**config.mk**
```make
export PLATFORM = sky130hd
export DESIGN_NAME = audio_mixer_fader
export DESIGN_NICKNAME = d
export VERILOG_FILES = /design/src/rtl/audio_mixer_pkg.sv /design/src/rtl/fader_tick_gen.sv /design/src/rtl/audio_mixer_fader.sv
export SDC_FILE = /design/constraint.sdc
export NUM_CORES = 1
export LEC_CHECK = 0
export CORE_ASPECT_RATIO = 1.1
export CORE_MARGIN = 4
export CORE_UTILIZATION = 58
export CTS_CLUSTER_SIZE = 20
export DETAILED_ROUTE_END_ITERATION = 10
export PLACE_DENSITY = 0.89
export SLEW_MARGIN = 20
export SYNTH_ARGS = -nofsm -noshare
export SYNTH_HDL_FRONTEND = slang
export SYNTH_SLANG_ARGS = --single-unit
```
**constraint.sdc**
```tcl
create_clock -name clk -period 4.25 [get_ports clk]
set_clock_uncertainty 0.15 [all_clocks]
set_input_delay 0.85 -clock clk [delete_from_list [all_inputs] [get_ports clk]]
set_output_delay 0.85 -clock clk [all_outputs]
set_load 0.03 [all_outputs]
```
**src/rtl/audio_mixer_pkg.sv**
```systemverilog
// rtl/audio_mixer_pkg.sv - register map, reset defaults, state encoding and step helper for the mixer fader
//
// Shared by audio_mixer_fader and fader_tick_gen. Holds the mixer register
// address map, the power-on contents of each mixer register, the fader state
// encoding and the saturating ramp-step function.
package audio_mixer_pkg;

   localparam logic [3:0] REG_VOL_A = 4'd0;
   localparam logic [3:0] REG_VOL_B = 4'd1;
   localparam logic [3:0] REG_VOL_C = 4'd2;
   localparam logic [3:0] REG_VOL_D = 4'd3;
   localparam logic [3:0] REG_VOL_E = 4'd4;
   localparam logic [3:0] REG_VOL_F = 4'd5;
   localparam logic [3:0] REG_MVOL  = 4'd6;
   localparam logic [3:0] REG_INV   = 4'd7;
   localparam logic [3:0] REG_BASS  = 4'd8;
   localparam logic [3:0] REG_TREB  = 4'd9;

   localparam int NUM_DEFAULT_REGS = 10;

   localparam logic [7:0] REG_DEFAULTS [NUM_DEFAULT_REGS] = '{
      8'd64, 8'd64, 8'd64, 8'd64, 8'd64, 8'd64, 8'd128, 8'd0, 8'd25, 8'd128
   };

   typedef enum logic [2:0] {
      ST_IDLE    = 3'd0,
      ST_RD_WAIT = 3'd1,
      ST_RD_CAP  = 3'd2,
      ST_WAIT    = 3'd3,
      ST_STEP    = 3'd4,
      ST_DONE    = 3'd5
   } fader_state_t;

   // Reset value of a mixer register; addresses outside the map read as 0.
   function automatic logic [7:0] reg_default(input logic [3:0] idx);
      case (idx)
         4'd0:    reg_default = REG_DEFAULTS[0];
         4'd1:    reg_default = REG_DEFAULTS[1];
         4'd2:    reg_default = REG_DEFAULTS[2];
         4'd3:    reg_default = REG_DEFAULTS[3];
         4'd4:    reg_default = REG_DEFAULTS[4];
         4'd5:    reg_default = REG_DEFAULTS[5];
         4'd6:    reg_default = REG_DEFAULTS[6];
         4'd7:    reg_default = REG_DEFAULTS[7];
         4'd8:    reg_default = REG_DEFAULTS[8];
         4'd9:    reg_default = REG_DEFAULTS[9];
         default: reg_default = 8'd0;
      endcase
   endfunction

   // One ramp step toward target. The 9-bit sum/difference exposes the carry
   // and borrow so the result clamps at target instead of wrapping.
   function automatic logic [7:0] fader_step(input logic [7:0] cur,
                                             input logic [7:0] target,
                                             input logic [7:0] rate);
      logic [8:0] sum;
      logic [8:0] diff;
      sum  = {1'b0, cur} + {1'b0, rate};
      diff = {1'b0, cur} - {1'b0, rate};
      if (target > cur) begin
         fader_step = (sum >= {1'b0, target}) ? target : sum[7:0];
      end else begin
         fader_step = (diff[8] || (diff[7:0] <= target)) ? target : diff[7:0];
      end
   endfunction

endpackage

```
**src/rtl/fader_tick_gen.sv**
```systemverilog
// rtl/fader_tick_gen.sv - loadable down-counter with zero flag for fade tick timing
//
// Ports:
//   clk, rst       clock, synchronous active-high reset (count clears to 0)
//   load_i         load load_val_i into the counter (wins over dec_i)
//   load_val_i     reload value
//   dec_i          decrement by one; holds at zero
//   zero_o         counter currently equals zero
module fader_tick_gen #(
   parameter int W = 8
) (
   input  logic         clk,
   input  logic         rst,
   input  logic         load_i,
   input  logic [W-1:0] load_val_i,
   input  logic         dec_i,
   output logic         zero_o
);

   logic [W-1:0] count_q;
   logic [W-1:0] count_d;

   always_comb begin
      count_d = count_q;
      if (load_i) begin
         count_d = load_val_i;
      end else if (dec_i && (count_q != '0)) begin
         count_d = count_q - 1'b1;
      end
   end

   always_ff @(posedge clk) begin
      if (rst) begin
         count_q <= '0;
      end else begin
         count_q <= count_d;
      end
   end

   assign zero_o = (count_q == '0);

endmodule

```
**src/rtl/audio_mixer_fader.sv**
```systemverilog
// rtl/audio_mixer_fader.sv - timed volume/tone ramp initiator on the mixer control bus
//
// Accepts one fade command (address, target, step rate) and walks the mixer
// register from its current value to the target, one write per TICK_DIV
// clocks. Build option FADER_READBACK_EN: when defined the start value is
// read back from the mixer over c_addr/c_dout; when undefined it comes from
// an internal shadow copy of the mixer registers and c_dout is ignored.
//
// Ports:
//   clk, rst                    clock, synchronous active-high reset
//   cmd_valid/cmd_ready         command handshake
//   cmd_addr/target/rate        register, final value, step per tick (0 = one write)
//   cmd_abort                   cancel the fade in progress (no done pulse)
//   busy, done                  not idle; one-cycle normal-completion pulse
//   c_addr/c_wr/c_din/c_dout    mixer register port
module audio_mixer_fader
   import audio_mixer_pkg::*;
#(
   parameter int NUM_REGS = 10,
   parameter int TICK_DIV = 256,
   parameter int INV_ADDR = 7
) (
   input  logic       clk,
   input  logic       rst,
   input  logic       cmd_valid,
   output logic       cmd_ready,
   input  logic [3:0] cmd_addr,
   input  logic [7:0] cmd_target,
   input  logic [7:0] cmd_rate,
   input  logic       cmd_abort,
   output logic       busy,
   output logic       done,
   output logic [3:0] c_addr,
   output logic       c_wr,
   output logic [7:0] c_din,
   input  logic [7:0] c_dout
);

   localparam int         CW         = $clog2(TICK_DIV);
   localparam logic [4:0] NUM_REGS_L = 5'(NUM_REGS);
   localparam logic [3:0] INV_ADDR_L = 4'(INV_ADDR);
   // The first tick also spends a cycle in the deciding state, later ticks
   // spend one in STEP, hence the two reload values.
   localparam logic [CW-1:0] LOAD_FIRST = CW'(TICK_DIV - 1);
   localparam logic [CW-1:0] LOAD_NEXT  = CW'(TICK_DIV - 2);

   fader_state_t state_q, state_d;
   logic [3:0]   addr_q, addr_d;
   logic [7:0]   target_q, target_d;
   logic [7:0]   rate_q, rate_d;
   logic [7:0]   cur_q, cur_d;
   logic [7:0]   next_q, next_d;
   logic [3:0]   c_addr_q, c_addr_d;

   logic          cnt_load;
   logic [CW-1:0] cnt_val;
   logic          cnt_dec;
   logic          cnt_zero;

   // Start-of-fade decision inputs; where they come from depends on the build.
   logic [3:0]   dec_addr;
   logic [7:0]   dec_target;
   logic [7:0]   dec_rate;
   logic [7:0]   start_cur;
   logic         addr_ok;
   fader_state_t dec_state;

`ifdef FADER_READBACK_EN
   assign dec_addr   = addr_q;
   assign dec_target = target_q;
   assign dec_rate   = rate_q;
   assign start_cur  = c_dout;
   assign addr_ok    = ({1'b0, dec_addr} < NUM_REGS_L);
`else
   logic [7:0] shadow_q [NUM_REGS];
   logic       unused_dout;

   assign unused_dout = ^c_dout;
   assign dec_addr    = cmd_addr;
   assign dec_target  = cmd_target;
   assign dec_rate    = cmd_rate;
   assign addr_ok     = ({1'b0, dec_addr} < NUM_REGS_L);
   assign start_cur   = addr_ok ? shadow_q[dec_addr] : 8'd0;

   // Tracks what the mixer holds; every bus write goes through STEP.
   always_ff @(posedge clk) begin
      if (rst) begin
         for (int i = 0; i < NUM_REGS; i++) begin
            shadow_q[i] <= reg_default(4'(i));
         end
      end else if (state_q == ST_STEP) begin
         shadow_q[addr_q] <= next_q;
      end
   end
`endif

   always_comb begin
      dec_state = ST_WAIT;
      if (!addr_ok || (start_cur == dec_target)) begin
         dec_state = ST_DONE;
      end else if ((dec_rate == 8'd0) || (dec_addr == INV_ADDR_L)) begin
         dec_state = ST_STEP;
      end
   end

   always_comb begin
      state_d  = state_q;
      addr_d   = addr_q;
      target_d = target_q;
      rate_d   = rate_q;
      cur_d    = cur_q;
      next_d   = next_q;
      c_addr_d = c_addr_q;
      cnt_load = 1'b0;
      cnt_val  = LOAD_FIRST;
      cnt_dec  = 1'b0;

      case (state_q)
         ST_IDLE: begin
            if (cmd_valid && cmd_ready) begin
               addr_d   = cmd_addr;
               target_d = cmd_target;
               rate_d   = cmd_rate;
               c_addr_d = cmd_addr;
`ifdef FADER_READBACK_EN
               state_d  = ST_RD_WAIT;
`else
               cur_d    = start_cur;
               state_d  = dec_state;
               if (dec_state == ST_STEP) begin
                  next_d = dec_target;
               end
               cnt_load = (dec_state == ST_WAIT);
`endif
            end
         end
`ifdef FADER_READBACK_EN
         ST_RD_WAIT: begin
            state_d = ST_RD_CAP;
         end
         ST_RD_CAP: begin
            cur_d   = start_cur;
            state_d = dec_state;
            if (dec_state == ST_STEP) begin
               next_d = dec_target;
            end
            cnt_load = (dec_state == ST_WAIT);
         end
`endif
         ST_WAIT: begin
            if (cnt_zero) begin
               next_d  = fader_step(cur_q, target_q, rate_q);
               state_d = ST_STEP;
            end else begin
               cnt_dec = 1'b1;
            end
         end
         ST_STEP: begin
            cur_d = next_q;
            if (next_q == target_q) begin
               state_d = ST_DONE;
            end else begin
               state_d  = ST_WAIT;
               cnt_load = 1'b1;
               cnt_val  = LOAD_NEXT;
            end
         end
         ST_DONE: begin
            state_d = ST_IDLE;
         end
         default: begin
            state_d = ST_IDLE;
         end
      endcase

      // Abort beats any transition, including a STEP due at this edge;
      // keeping next_q leaves c_din at the last value actually written.
      if ((state_q != ST_IDLE) && cmd_abort) begin
         state_d  = ST_IDLE;
         next_d   = next_q;
         cnt_load = 1'b0;
         cnt_dec  = 1'b0;
      end
   end

   always_ff @(posedge clk) begin
      if (rst) begin
         state_q  <= ST_IDLE;
         addr_q   <= 4'd0;
         target_q <= 8'd0;
         rate_q   <= 8'd0;
         cur_q    <= 8'd0;
         next_q   <= 8'd0;
         c_addr_q <= 4'd0;
      end else begin
         state_q  <= state_d;
         addr_q   <= addr_d;
         target_q <= target_d;
         rate_q   <= rate_d;
         cur_q    <= cur_d;
         next_q   <= next_d;
         c_addr_q <= c_addr_d;
      end
   end

   fader_tick_gen #(
      .W (CW)
   ) u_tick (
      .clk        (clk),
      .rst        (rst),
      .load_i     (cnt_load),
      .load_val_i (cnt_val),
      .dec_i      (cnt_dec),
      .zero_o     (cnt_zero)
   );

   assign cmd_ready = (state_q == ST_IDLE) && !cmd_abort && !rst;
   assign busy      = (state_q != ST_IDLE);
   assign done      = (state_q == ST_DONE);
   assign c_wr      = (state_q == ST_STEP);
   assign c_din     = next_q;
   assign c_addr    = c_addr_q;

endmodule

```
* Word level (Yosys, flattened, before mapping) *
Memories as Yosys holds them, arrays and structs flattened.
Cells that the tools add are included.

storage, ports and cells
  word-level logic and storage cells = 91
  input bits = 32
  memory bits (writable) = 80
  output and inout bits = 16
  memories kept = 1
  register bits after elaboration = 47

memories
  memory    words  width  read ports  clocked after Yosys merged registers in  write ports  line                     text
  shadow_q  10     8      1           0                                        10           audio_mixer_fader.sv:75  logic [7:0] shadow_q [NUM_REGS];

cells by class
  reduce and logical (&&, ||, !) cells = 25
  muxes and demuxes = 39
  bitwise logic cells = 1
  $lt $le $gt $ge = 4
  equality and inequality tests = 11
  add/sub/neg operators = 3

operator list
  operator                                             count
  two-way mux 8 bit                                    15
  one-hot mux 8 bit (2 select lines)                   2
  equality test 8 bit                                  2
  zero test 8 bit                                      2
  two-way mux 3 bit                                    5
  two-way mux 1 bit                                    14
  adder 8 x 8 -> 9 bit                                 1
  equality test 3 bit, second input constant           3
  >= comparator 9 x 8 -> 1 bit                         1
  one-hot mux 3 bit (3 select lines)                   1
  subtractor 8 x 8 -> 9 bit                            1
  greater-than comparator 8 bit                        1
  less-or-equal comparator 8 bit                       1
  nonzero test 8 bit                                   1
  OR reduction 8 bit                                   1
  subtractor 8 x 1 -> 8 bit, second input constant     1
  equality test 3 x 2 -> 1 bit, second input constant  2
  != test 2 bit, second input constant                 3
  AND reduction 2 bit                                  3
  nonzero test 2 bit                                   3
  logical AND 1 bit                                    5
  AND reduction 5 bit                                  1
  equality test 4 x 3 -> 1 bit, second input constant  1
  less-than comparator 4 bit, second input constant    1
  other kinds (8)                                      12

* Depth between registers and ports, before layout *
  depth after elaboration = 10
  depth in mapped cells = 18
  gate-level depth less buffers = 17

* Modules after synthesis *
From an unflattened synthesis, not the netlist that was laid out.

second synthesis, totals
  cell total of the unflattened synthesis = 804
  area, all modules = 7634.8 um2

by module, submodules not included
  module             area each (um2)  seq. area each (um2)  cells each  instances
  audio_mixer_fader  7119.3           3183.1                745         1
  fader_tick_gen     515.5            160.2                 59          1

* Worst setup path after synthesis *
OpenSTA, ideal clock, no wires.

  path kind = reg2reg
  start = register cur_q[0]
  end = register next_q[4] (netlist: c_din[4])
  setup slack = 0.616 ns
  cell stages (with the launch flop) = 19
  required time = 4.012 ns
  path buffers = 1
  arrival time = 3.396 ns
  library setup time = 0.088 ns
  period minus slack after synthesis = 3.634 ns
  cells stage by stage = dfxtp_1 inv_1 ha_1 inv_1 fa_1 a211oi_1 o31ai_1 a21oi_1 xnor2_1 ha_1 a21oi_1 nand2_1 a21oi_1 a22oi_1 nand2_1 clkbuf_1 o22ai_1 a311o_1 a311oi_2

on the way
  word-level cells in the longest chain between the ends = 7
  elaborated cells on any way between the ends = 11
  those cells by class = add/sub: 2; order compare: 3; mux: 5; reduce/logical: 1

RTL lines
  what                                  line                      text
  from (decl)                           audio_mixer_fader.sv:51   logic [7:0] cur_q, cur_d;
  from (signal assigned)                audio_mixer_fader.sv:200  cur_q <= cur_d;
  subtractor 8 x 8 -> 9 bit             audio_mixer_pkg.sv:59     diff = {1'b0, cur} - {1'b0, rate};
  less-or-equal comparator 8 bit        audio_mixer_pkg.sv:63     fader_step = (diff[8] || (diff[7:0] <= target)) ? target : diff[7:0];
  logical OR 1 bit                      audio_mixer_pkg.sv:63
  two-way mux 8 bit                     audio_mixer_pkg.sv:63
  two-way mux 8 bit *                   audio_mixer_pkg.sv:60     if (target > cur) begin
  two-way mux 8 bit *                   audio_mixer_fader.sv:151  if (cnt_zero) begin
  one-hot mux 8 bit (2 select lines) *  audio_mixer_fader.sv:118  case (state_q)
  to (signal assigned)                  audio_mixer_fader.sv:201  next_q <= next_d;
  to (decl)                             audio_mixer_fader.sv:52   logic [7:0] next_q, next_d;

Every way passes the cells marked *; elsewhere a longest branch is shown, timed or not. The select of a mux whose other input is x is not followed.
A chain may end at the register's enable or synchronous reset.

* Worst setup path after layout *
  start = register cur_q[0]
  end = register next_q[2] (netlist: c_din[2])

Same word-level chain as after synthesis.

==> impl_metrics.env <==
export IMPL_syn_avg_cell_area_um2=9.992
export IMPL_antenna_cells=0
export IMPL_final_min_clock_period_ns=4.056
export IMPL_synth_area_um2=7154
export IMPL_synth_edf_count=80
export IMPL_antenna_left=0
export IMPL_cp_arrival_ns=4.23
export IMPL_netlist_area_leader_share_pct=33.58
export IMPL_cp_start_kind="register"
export IMPL_yosysTopAreaCell="edfxtp_1"
export IMPL_timing_setup_tns_ns=0
export IMPL_synth_main_ff_cell="edfxtp_1"
export IMPL_max_freq_ghz=0.2465
export IMPL_grt_overflow_total=0
export IMPL_netlist_instances=716
export IMPL_endpoint_kind="register"
export IMPL_synth_area_leaders="edfxtp_1 34%, dfxtp_1 13%, ha_1 7.3%"
export IMPL_yosys_warnings=0
export IMPL_drcViolationCount=1
export IMPL_placed_cells_incl_taps=898
export IMPL_final_layout_size_suffix_gt1_share_pct=11.73
export IMPL_htree_levels=4
export IMPL_drt_iter0_drc=951
export IMPL_worst_pin_slew_ns=0.7471
export IMPL_antenna_found_initial=0
export IMPL_grt_max_degree=44
export IMPL_area_growth_pct=16.02
export IMPL_regArea_um2=3343
export IMPL_place_area_um2=7752
export IMPL_max_cap_violations=0
export IMPL_avgRoutedWirePerCell_um=21.19
export IMPL_grt_usage_pct=28.69
export IMPL_drtPass1Iterations=11
export IMPL_dp_hpwl_mm=13.62
export IMPL_die_w_um=113.9
export IMPL_numCtsBuffers=17
export IMPL_fp_dieH_um=124.5
export IMPL_grt_pass1_vias=6146
export IMPL_finalHoldViolCount=0
export IMPL_required_ns=4.43
export IMPL_clock_path_buffers=2
export IMPL_fill_cells=855
export IMPL_wl_mm=19.71
export IMPL_fin_crit_sh_pct=95.44
export IMPL_cts_root_buf="clkbuf_16"
export IMPL_clk_latency_ns=0.42
export IMPL_tritoncts="yes"
export IMPL_r2r_slack_ns=0.19
export IMPL_max_slew_margin_pct=49.86
export IMPL_ys_types=73
export IMPL_worst_ir_drop_vdd_uv=338.9
export IMPL_worstSetupPathType="register to register"
export IMPL_pin_count=48
export IMPL_setup_violations=0
export IMPL_multi_input_area_um2=3522
export IMPL_nNetsFinal=840
export IMPL_rsz0062_at_grt="false"
export IMPL_drv_slew=0
export IMPL_final_util_pct=68.97
export IMPL_io_buffers=39
export IMPL_status="finished with violations"
export IMPL_violations="design-rule violations"
export IMPL_seq_area_frac_synth_pct=46.73
export IMPL_instances_no_fill=930
export IMPL_p_per_area_nw_per_um2=398.9
export IMPL_holdCritPathClass="register to register"
export IMPL_die_area_um2=14180
export IMPL_path_clk_slew_ns=0.06
export IMPL_power_leakage_uw=0.003081
export IMPL_place_gp_congestion=1.002
export IMPL_grt_pass1_wl_mm=31.52
export IMPL_syn_nets=792
export IMPL_num_vias=6140
export IMPL_yosys_register_bits=127
export IMPL_design_area_um2=8300
export IMPL_crit_fanout=5
export IMPL_routed_via_density=6.602
export IMPL_cts_sinks=127
export IMPL_initial_core_util_pct=59.45
export IMPL_core_area_um2=12030
export IMPL_synth_async_reset_ratio_pct=0
export IMPL_rows=42
==> final timing paths <==
kind,end,cells past startpoint,start
worst max register to register,c_din[2],16,cur_q[0]
worst min register to register,rate_q[0],2,rate_q[0]
worst min-delay path,rate_q[0],2,rate_q[0]
worst max-delay path,c_din[2],16,cur_q[0]
==> cells in the mapped netlist, types with 5 or more instances <==
cell      number
edfxtp_1      80
xnor2_1       10
o21ai_0       22
nand2b_1       6
ha_1          42
xor2_1        15
o22ai_1        8
nand4_1        6
o31ai_1       17
nor2b_1        8
nor3_1        14
dfxtp_1       47
nor4_1         7
a31oi_1        6
a311o_1        5
mux2_2        18
nand2_1       90
a221oi_1       8
nand3_1       20
inv_1         41
nor2_1        99
mux4_2         6
clkbuf_1      20
a22oi_1        5
a21oi_1       27
==> registers in the layout, indices dropped and copies added, names as in the netlist <==
register / flops
c_addr: 4
target_q: 8
state_q: 3
cur_q: 8
rate_q: 8
shadow_q: 80
u_tick.count_q: 8
c_din: 8
==> layout make-up <==
class	instances	area share [%]
well taps	154	2.321
clock buffers	18	5.170
clock inverters	13	1.191
inverters	43	1.945
flip-flops and latches	127	40.28
multi-input cells	517	42.43
repair buffers	58	6.663
==> cell families (layout without fill, tap and decap cells) <==
| group | count (synthesis) | in the layout | share of synthesized area, % |
|---|---|---|---|
| fa+ha+maj | 44 | 44 | 7.905 |
| compound gates | 141 | 141 | 14.10 |
| buf+inv | 72 | 132 | 4.215 |
| mux | 33 | 33 | 6.611 |
| simple gates | 274 | 274 | 17.38 |
| flops | 127 | 127 | 46.73 |
| xor+xnor | 25 | 25 | 3.061 |
==> report_power, final <==
part / internal (uW) / switching, uW / total, uW
Sequential: 1360 / 38.2 / 1390
Clock: 788 / 536 / 1320
Combinational: 241 / 351 / 592
Total: 2390 / 925 / 3310
==> cells in the final DEF, fill, tap and decap left out, types with 18 or more instances in the layout <==
master and instances:
a21oi_1 27, nand2_1 89, mux2_2 18, nand3_1 20, clkdlybuf4s50_1 38, ha_1 42, nor2_1 99, edfxtp_1 80
dfxtp_1 47, inv_1 41, o21ai_0 20
==> per-layer routing <==
layer  track usage, %  vias to the layer above  share of wire [%]
met2            47.38                      394                 49
li1                 -                     2710                  -
met1            33.41                     2928                 36
met4            16.35                        0                5.7
met5                0                        -                  0
met3            7.629                      108                9.5
==> critical path, stage by stage (launching register included) <==
cell      delay (ns)
dfxtp_1         0.37
ha_1            0.24
fa_1            0.41
nor2b_1         0.17
o211ai_1        0.28
a21oi_1         0.12
nor2_1          0.12
xor2_1          0.21
ha_1            0.26
o21a_1          0.22
a211oi_2        0.18
o21ai_0         0.11
nor3_1          0.22
nand2_1         0.14
buf_4           0.18
a311o_1         0.34
a311oi_2        0.24
==> stage by stage <==
step	hold WS (ns)	power, uW	worst slack [ns]
2_1_floorplan	0.3078	1805	0.6160
3_3_place_gp	0.3269	1954	0.2652
3_5_place_dp	0.3534	1980	0.1417
4_1_cts	0.3606	3284	0.1045
5_1_grt	0.3835	3419	0.004381
6_report	0.3548	3311	0.1939
==> repair_timing <==
action / in CTS / in global routing
resized for setup: 0 / 4
setup buffers: 0 / 1
hold buffers: 0 / 0
endpoints found under the setup margin: 0 / 7
No activity file was read; power rests on OpenSTA's default activity.
